File: src/rtl/mastermind_game_ctrl.sv
// rtl/mastermind_game_ctrl.sv - Mastermind game controller: button debounce, code capture, attempt counting
// Define MASTERMIND_LOCKOUT_EN to add a penalty window after a loss during which presses are ignored.
module mastermind_game_ctrl #(
  parameter int DEBOUNCE_CYCLES = 65535,
  parameter int MAX_ATTEMPTS    = 10,
  parameter int LOCKOUT_CYCLES  = 1000000
) (
  input  logic        clk,
  input  logic        rst,
  input  logic        pb_i,
  input  logic [15:0] guess_i,
  input  logic [7:0]  positions_matched_i,
  input  logic [7:0]  numbers_matched_i,
  output logic [15:0] code_o,
  output logic [7:0]  positions_o,
  output logic [7:0]  numbers_o,
  output logic        score_valid_o,
  output logic [3:0]  attempts_o,
  output logic [1:0]  state_o,
  output logic        lock_o
);

  typedef enum logic [1:0] {SETUP = 2'd0, PLAY = 2'd1, WON = 2'd2, LOST = 2'd3} state_t;

  localparam logic [15:0] DB_LAST = 16'(DEBOUNCE_CYCLES - 1);
  localparam logic [3:0]  ATT_MAX = 4'(MAX_ATTEMPTS);

  if (DEBOUNCE_CYCLES < 1 || DEBOUNCE_CYCLES > 65535) begin : g_bad_debounce
    $error("DEBOUNCE_CYCLES out of range");
  end
  if (MAX_ATTEMPTS < 1 || MAX_ATTEMPTS > 15) begin : g_bad_attempts
    $error("MAX_ATTEMPTS out of range");
  end
  if (LOCKOUT_CYCLES < 1 || LOCKOUT_CYCLES > 16777215) begin : g_bad_lockout
    $error("LOCKOUT_CYCLES out of range");
  end

  logic        pb_meta;
  logic        pb_s;
  logic        db_level;
  logic [15:0] db_cnt;
  logic        press;

  // The level only follows pb_s after DEBOUNCE_CYCLES consecutive differing samples.
  always_ff @(posedge clk) begin
    if (rst) begin
      pb_meta  <= 1'b0;
      pb_s     <= 1'b0;
      db_level <= 1'b0;
      db_cnt   <= '0;
      press    <= 1'b0;
    end else begin
      pb_meta <= pb_i;
      pb_s    <= pb_meta;
      press   <= 1'b0;
      if (pb_s == db_level) begin
        db_cnt <= '0;
      end else if (db_cnt == DB_LAST) begin
        db_level <= pb_s;
        db_cnt   <= '0;
        press    <= pb_s;
      end else begin
        db_cnt <= db_cnt + 16'd1;
      end
    end
  end

  state_t     state;
  state_t     state_next;
  logic       lockout_busy;
  logic [3:0] attempts_inc;
  logic       win;
  logic       capture_code;
  logic       load_score;

  assign attempts_inc = attempts_o + 4'd1;
  assign win          = (positions_matched_i == 8'd4);

`ifdef MASTERMIND_LOCKOUT_EN
  localparam logic [23:0] LOCK_LOAD = 24'(LOCKOUT_CYCLES);
  logic [23:0] lock_cnt;

  always_ff @(posedge clk) begin
    if (rst) begin
      lock_cnt <= '0;
    end else if (state == PLAY && state_next == LOST) begin
      lock_cnt <= LOCK_LOAD;
    end else if (lock_cnt != '0) begin
      lock_cnt <= lock_cnt - 24'd1;
    end
  end

  assign lockout_busy = (lock_cnt != '0);
`else
  assign lockout_busy = 1'b0;
`endif

  always_ff @(posedge clk) begin
    if (rst) state <= SETUP;
    else     state <= state_next;
  end

  // A win on the final attempt takes precedence over the loss.
  always_comb begin
    state_next = state;
    if (press) begin
      case (state)
        SETUP: state_next = PLAY;
        PLAY: begin
          if (win)                           state_next = WON;
          else if (attempts_inc == ATT_MAX)  state_next = LOST;
        end
        WON:   state_next = SETUP;
        LOST:  if (!lockout_busy) state_next = SETUP;
        default: state_next = SETUP;
      endcase
    end
  end

  always_comb begin
    capture_code = press && (state == SETUP);
    load_score   = press && (state == PLAY);
  end

  always_ff @(posedge clk) begin
    if (rst) begin
      code_o        <= '0;
      positions_o   <= '0;
      numbers_o     <= '0;
      score_valid_o <= 1'b0;
      attempts_o    <= '0;
      lock_o        <= 1'b0;
    end else begin
      score_valid_o <= load_score;
      lock_o        <= (state_next == WON);
      if (capture_code) begin
        code_o      <= guess_i;
        attempts_o  <= '0;
        positions_o <= '0;
        numbers_o   <= '0;
      end
      if (load_score) begin
        positions_o <= positions_matched_i;
        numbers_o   <= numbers_matched_i;
        attempts_o  <= attempts_inc;
      end
    end
  end

  assign state_o = state;

endmodule

File: config.mk
export PLATFORM = sky130hd
export DESIGN_NAME = mastermind_game_ctrl
export DESIGN_NICKNAME = d
export VERILOG_FILES = /design/src/rtl/mastermind_game_ctrl.sv
export SDC_FILE = /design/constraint.sdc
export NUM_CORES = 1
export LEC_CHECK = 0
export BUFFER_PORTS_ARGS = -buffer_cell sky130_fd_sc_hd__buf_2
export CAP_MARGIN = 15
export CELL_PAD_IN_SITES_DETAIL_PLACEMENT = 0
export CELL_PAD_IN_SITES_GLOBAL_PLACEMENT = 1
export CORE_ASPECT_RATIO = 0.9
export CORE_MARGIN = 2
export CORE_UTILIZATION = 39
export DETAILED_ROUTE_END_ITERATION = 7
export PLACE_DENSITY = 0.8
export SLEW_MARGIN = 10
export SYNTH_ARGS = -nofsm -noshare
export SYNTH_HDL_FRONTEND = slang
export SYNTH_SLANG_ARGS = --single-unit
export TNS_END_PERCENT = 50
File: constraint.sdc
create_clock -name clk -period 4.15 [get_ports clk]
set_input_delay 0.83 -clock clk [delete_from_list [all_inputs] [get_ports clk]]
set_output_delay 0.83 -clock clk [all_outputs]
set_load 0.05 [all_outputs]
* After elaboration in Yosys (flattened, before gate mapping)
Index checks and enable logic that the tools add are counted.
** Storage, ports and cells
- Register bits :: 60
- Output and inout port bits :: 40
- Word-level logic and storage cells :: 41
** Cells by class
- $add $sub $neg :: 2
- Eq/ne operators :: 8
- Multiplexer cells :: 9
- Bitwise operators :: 2
- Reduce and logical (&&, ||, !) cells :: 8
** Operators by type and width (number)
- $mux W8 :: 3
- $add A16 B1 Y16 const B :: 1
- $eq A16 B16 Y1 const B :: 1
- $eq A8 B3 Y1 const B :: 1
- $mux W4 :: 2
- $eq A2 B2 Y1 const B :: 3
- $mux W2 :: 3
- $pmux W2 S3 :: 1
- $reduce_or A3 Y1 :: 2
- $add A4 B1 Y4 const B :: 1
- $eq A4 B4 Y1 const B :: 1
- $eq A2 B1 Y1 const B :: 1
- $logic_and A1 B1 Y1 :: 2
- $logic_not A2 Y1 :: 1
- $not A1 Y1 :: 2
- $reduce_and A2 Y1 :: 1
- $reduce_bool A2 Y1 :: 1
- $reduce_or A2 Y1 :: 1
- $eq A1 B1 Y1 :: 1

* Longest topological paths before layout
- Depth in word-level cells :: 7
- Depth in mapped cells :: 7
- Mapped depth without buffers :: 6

* Least setup slack after synthesis
OpenSTA, ideal clock, no wires.
- Path kind :: input-to-reg
- Start point :: input port rst
- End point :: register attempts_o[1]
- Library setup time :: 74 ps
- Data arrival time :: 1775 ps
- Data required time :: 4076 ps
- Slack :: 2301 ps
- Stages on the path :: 5
- Cells stage by stage :: clkbuf_8 -> a21oi_1 -> clkbuf_1 -> nand2_1 -> o21ai_0
** RTL lines
- start: declaration :: RTL line 9 : input logic rst,
- end signal: assignment :: RTL line 145 : attempts_o <= attempts_inc;
- end: declaration :: RTL line 18 : output logic [3:0] attempts_o,

==> impl_metrics.yaml <==
yosys:
  yosys.cell_types.count: 38
  synthCells: 249
  synth-seq-area-share_pct: 51.9
  ys_seq_elements: 60
  syn_avg_cell_area_um2: 9.29
  synth_nets: 288
  synth_area_um2: 2310
  yosys_warnings: 0
  synth_edf_count: 0
  synth_ff_type: "dfxtp_1"
  synthArstFlopShare_pct: 0
detailed_routing:
  totalWireLength_um: 4860
  num_vias: 1955
  routedWlPerCell_um: 12.2
  drc: 0
  vias_per_cell: 4.89
  drt_iter0_markers: 133
  first_pass_iters: 4
  ant_nets: 0
timing:
  max_freq_mhz: 499
  tightest_slew_ns: 0.990
  setup_tns_ns: 0
  fin_crit_ns: 2.01
  period_share_pct: 48.3
  hold_viol: 0
  rsz0062_at_grt: "false"
  finalSetupViolCount: 0
  fin_skew_ns: 0.00596
  slew_headroom_pct: 33.8
  finalMaxSlewViolations: 0
final_layout:
  nNetsFinal: 365
  areaGrowthSynthToFinish_pct: 27.4
  post-route-util_pct: 51.8
  n_antenna_cell: 0
  drive_gt1_share_pct: 30.0
pwr:
  p_leak_uw: 0.00123
  powerDensity_nw_per_um2: 404
  ir_drop_uv: 218
critical_path:
  cp_data_arrival_time_ns: 2.22
  cp-start-kind: "input port"
  r2r_cells: 4
  cp.depth: 4
  path_buf_inv: 2
  critical_path_required_ns: 4.37
  criticalPathCategory: "input port to flip-flop"
  slowest_delay_ns: 0.40
  slowest_stage: "buf_2"
  cp_max_fo: 29
  cp_cell_sequence: "buf_2 > or2_2 > clkinv_1 > a22o_1"
  cp-end-kind: "flip-flop"
  crit_family: "buffers and inverters"
placed_design:
  post-dp-hpwl_um: 3410
  gp_congestion: 0.727
  place.port_buffers: 74
global_route:
  antenna_found_initial: 0
  grt_max_degree: 30
  grt.met1_usage_pct: 20.7
  busiest_layer: "met2"
  grt_pass1_wl_um: 8220
  grt.met3_usage_pct: 4.09
  grt_util_all_layers_pct: 15.6
  grt-ovfl-total: 0
  grt_pass1_vias: 1808
  grtUsageMet2_pct: 22.7
clock_network:
  post_cts_buffers: 0
  root_buffer: "clkbuf_8"
  cts_buffers: 9
  cts_max_level: 3
  cts_tree: "done"
  clk_latency_ns: 0.33
  cts_resized: 0
  clkTransAtPathRegs_ns: 0.06
  cts_sinks: 60
  postCtsHoldBufs: 0
  cts_max_path_buffers: 2
die:
  floorplan.initialDensity_pct: 40.6
  die_h_um: 77.1
  core_area_um2: 5690
  die_w_um: 85.2
  die_area_um2: 6560
  ios: 75
  rows: 26
run:
  cap_violations: 0
outcome:
  status: "finished, final reports clean"
hold_path:
  whs_path_depth: 1
  hold_path.class: "flip-flop to flip-flop"
[metal layers]
layer | share of wire, % | vias to the layer above | routed length [µm]
met1 | 49 | 856 | 2400
met3 | 8.1 | 10 | 393
met5 | 0 | - | 0
met4 | 2.6 | 0 | 127
li1 | - | 1018 | -
met2 | 40 | 71 | 1940
[cells in the mapped netlist, types with 2 or more instances]
library cell  number  area (µm²)
inv_1              3        11.3
dfxtp_1           60        1200
and3_2             3        22.5
buf_2              3        15.0
nand3b_1           3        22.5
nand4_1            3        18.8
xor2_1             5        43.8
or2_2              2        12.5
nor2_1            25        93.8
nand2_1           40         150
xnor2_1            8        70.1
nor2b_1            3        18.8
o31ai_1            2        15.0
ha_1               4        50.1
a22o_1            16         140
a21o_1             3        22.5
nor3_1             7        35.0
clkbuf_1           4        15.0
o21ai_0            3        15.0
and3_1             3        18.8
a21oi_1           23         115
nor4_1             2        12.5
nand3_1            9        45.0
[logic make-up (layout without fill, tap and decap cells)]
logic type                 count (synthesis)  in the layout  share of synthesized area (%)
adders and majority gates                  4              4                           2.16
and+or+nand+nor                          106            106                           22.2
DFF                                       60             60                           51.9
xor gates and xnor gates                  13             13                           4.92
buffers and inverters                     13             94                           3.03
AOI/OAI and AO/OA                         53             53                           15.7
[registers in the layout (all words and copies together) (netlist names)]
name,cells
db_level,1
lock_o,1
attempts_o,4
positions_o,8
pb_s,1
db_cnt,16
score_valid_o,1
press,1
pb_meta,1
numbers_o,8
state_o,2
code_o,16
[metrics by stage]
stage | area, µm² | hold slack (ns) | power [µW] | cells | setup slack [ns]
after global routing | 2950 | 0.467 | 1240 | 400 | 2.04
after global placement | 2720 | 0.416 | 620 | 385 | 1.80
final | 2950 | 0.439 | 1190 | 400 | 2.14
after detailed placement | 2720 | 0.425 | 620 | 385 | 1.78
after CTS | 2950 | 0.443 | 1200 | 400 | 2.14
after floorplan | 2310 | 0.414 | 601 | 249 | 2.30
[worst paths after layout]
| check | startpoint | end | slack (ns) |
|---|---|---|---|
| max reg2reg | press | code_o[4] | 2.39 |
| min reg2reg | pb_meta | pb_s | 0.44 |
| min | pb_meta | pb_s | 0.44 |
| max | rst | numbers_o[4] | 2.14 |
[area by class of cell]
class                           count  area (µm²)
Clock inverter                      4        72.6
Timing Repair Buffer               75         378
Fill cell                         565        2750
Tap cell                           70        87.6
Inverter                            4        15.0
Multi-Input combinational cell    176        1040
Sequential cell                    60        1200
Clock buffer                       11         151
[placed cells by master (no fill, tap or decap), types with 2 or more instances in the layout]
master,count
nand4_1,3
nand3b_1,3
nand3_1,9
xnor2_1,8
buf_2,74
ha_1,4
nor4_1,2
o31ai_1,2
nor3_1,7
nor2_1,25
a22o_1,16
inv_1,3
o21ai_0,3
xor2_1,5
a21o_1,3
and3_1,3
dfxtp_1,60
or2_2,2
a21oi_1,23
nor2b_1,3
bufinv_16,2
and3_2,3
clkbuf_8,11
nand2_1,40
[worst reg2reg max path, cell delays in order, from the launching register on]
cell and delay (ns):
dfxtp_1 0.45, nand2b_1 0.16, nor2_1 0.77, nand2_1 0.13, a21oi_1 0.17
[where the power goes]
part	internal [µW]	switching (µW)	total [µW]
Clock	366	219	585
Combinational	14.1	14.5	28.6
Sequential	577	0.816	578
(Power assumes the default switching activity.)
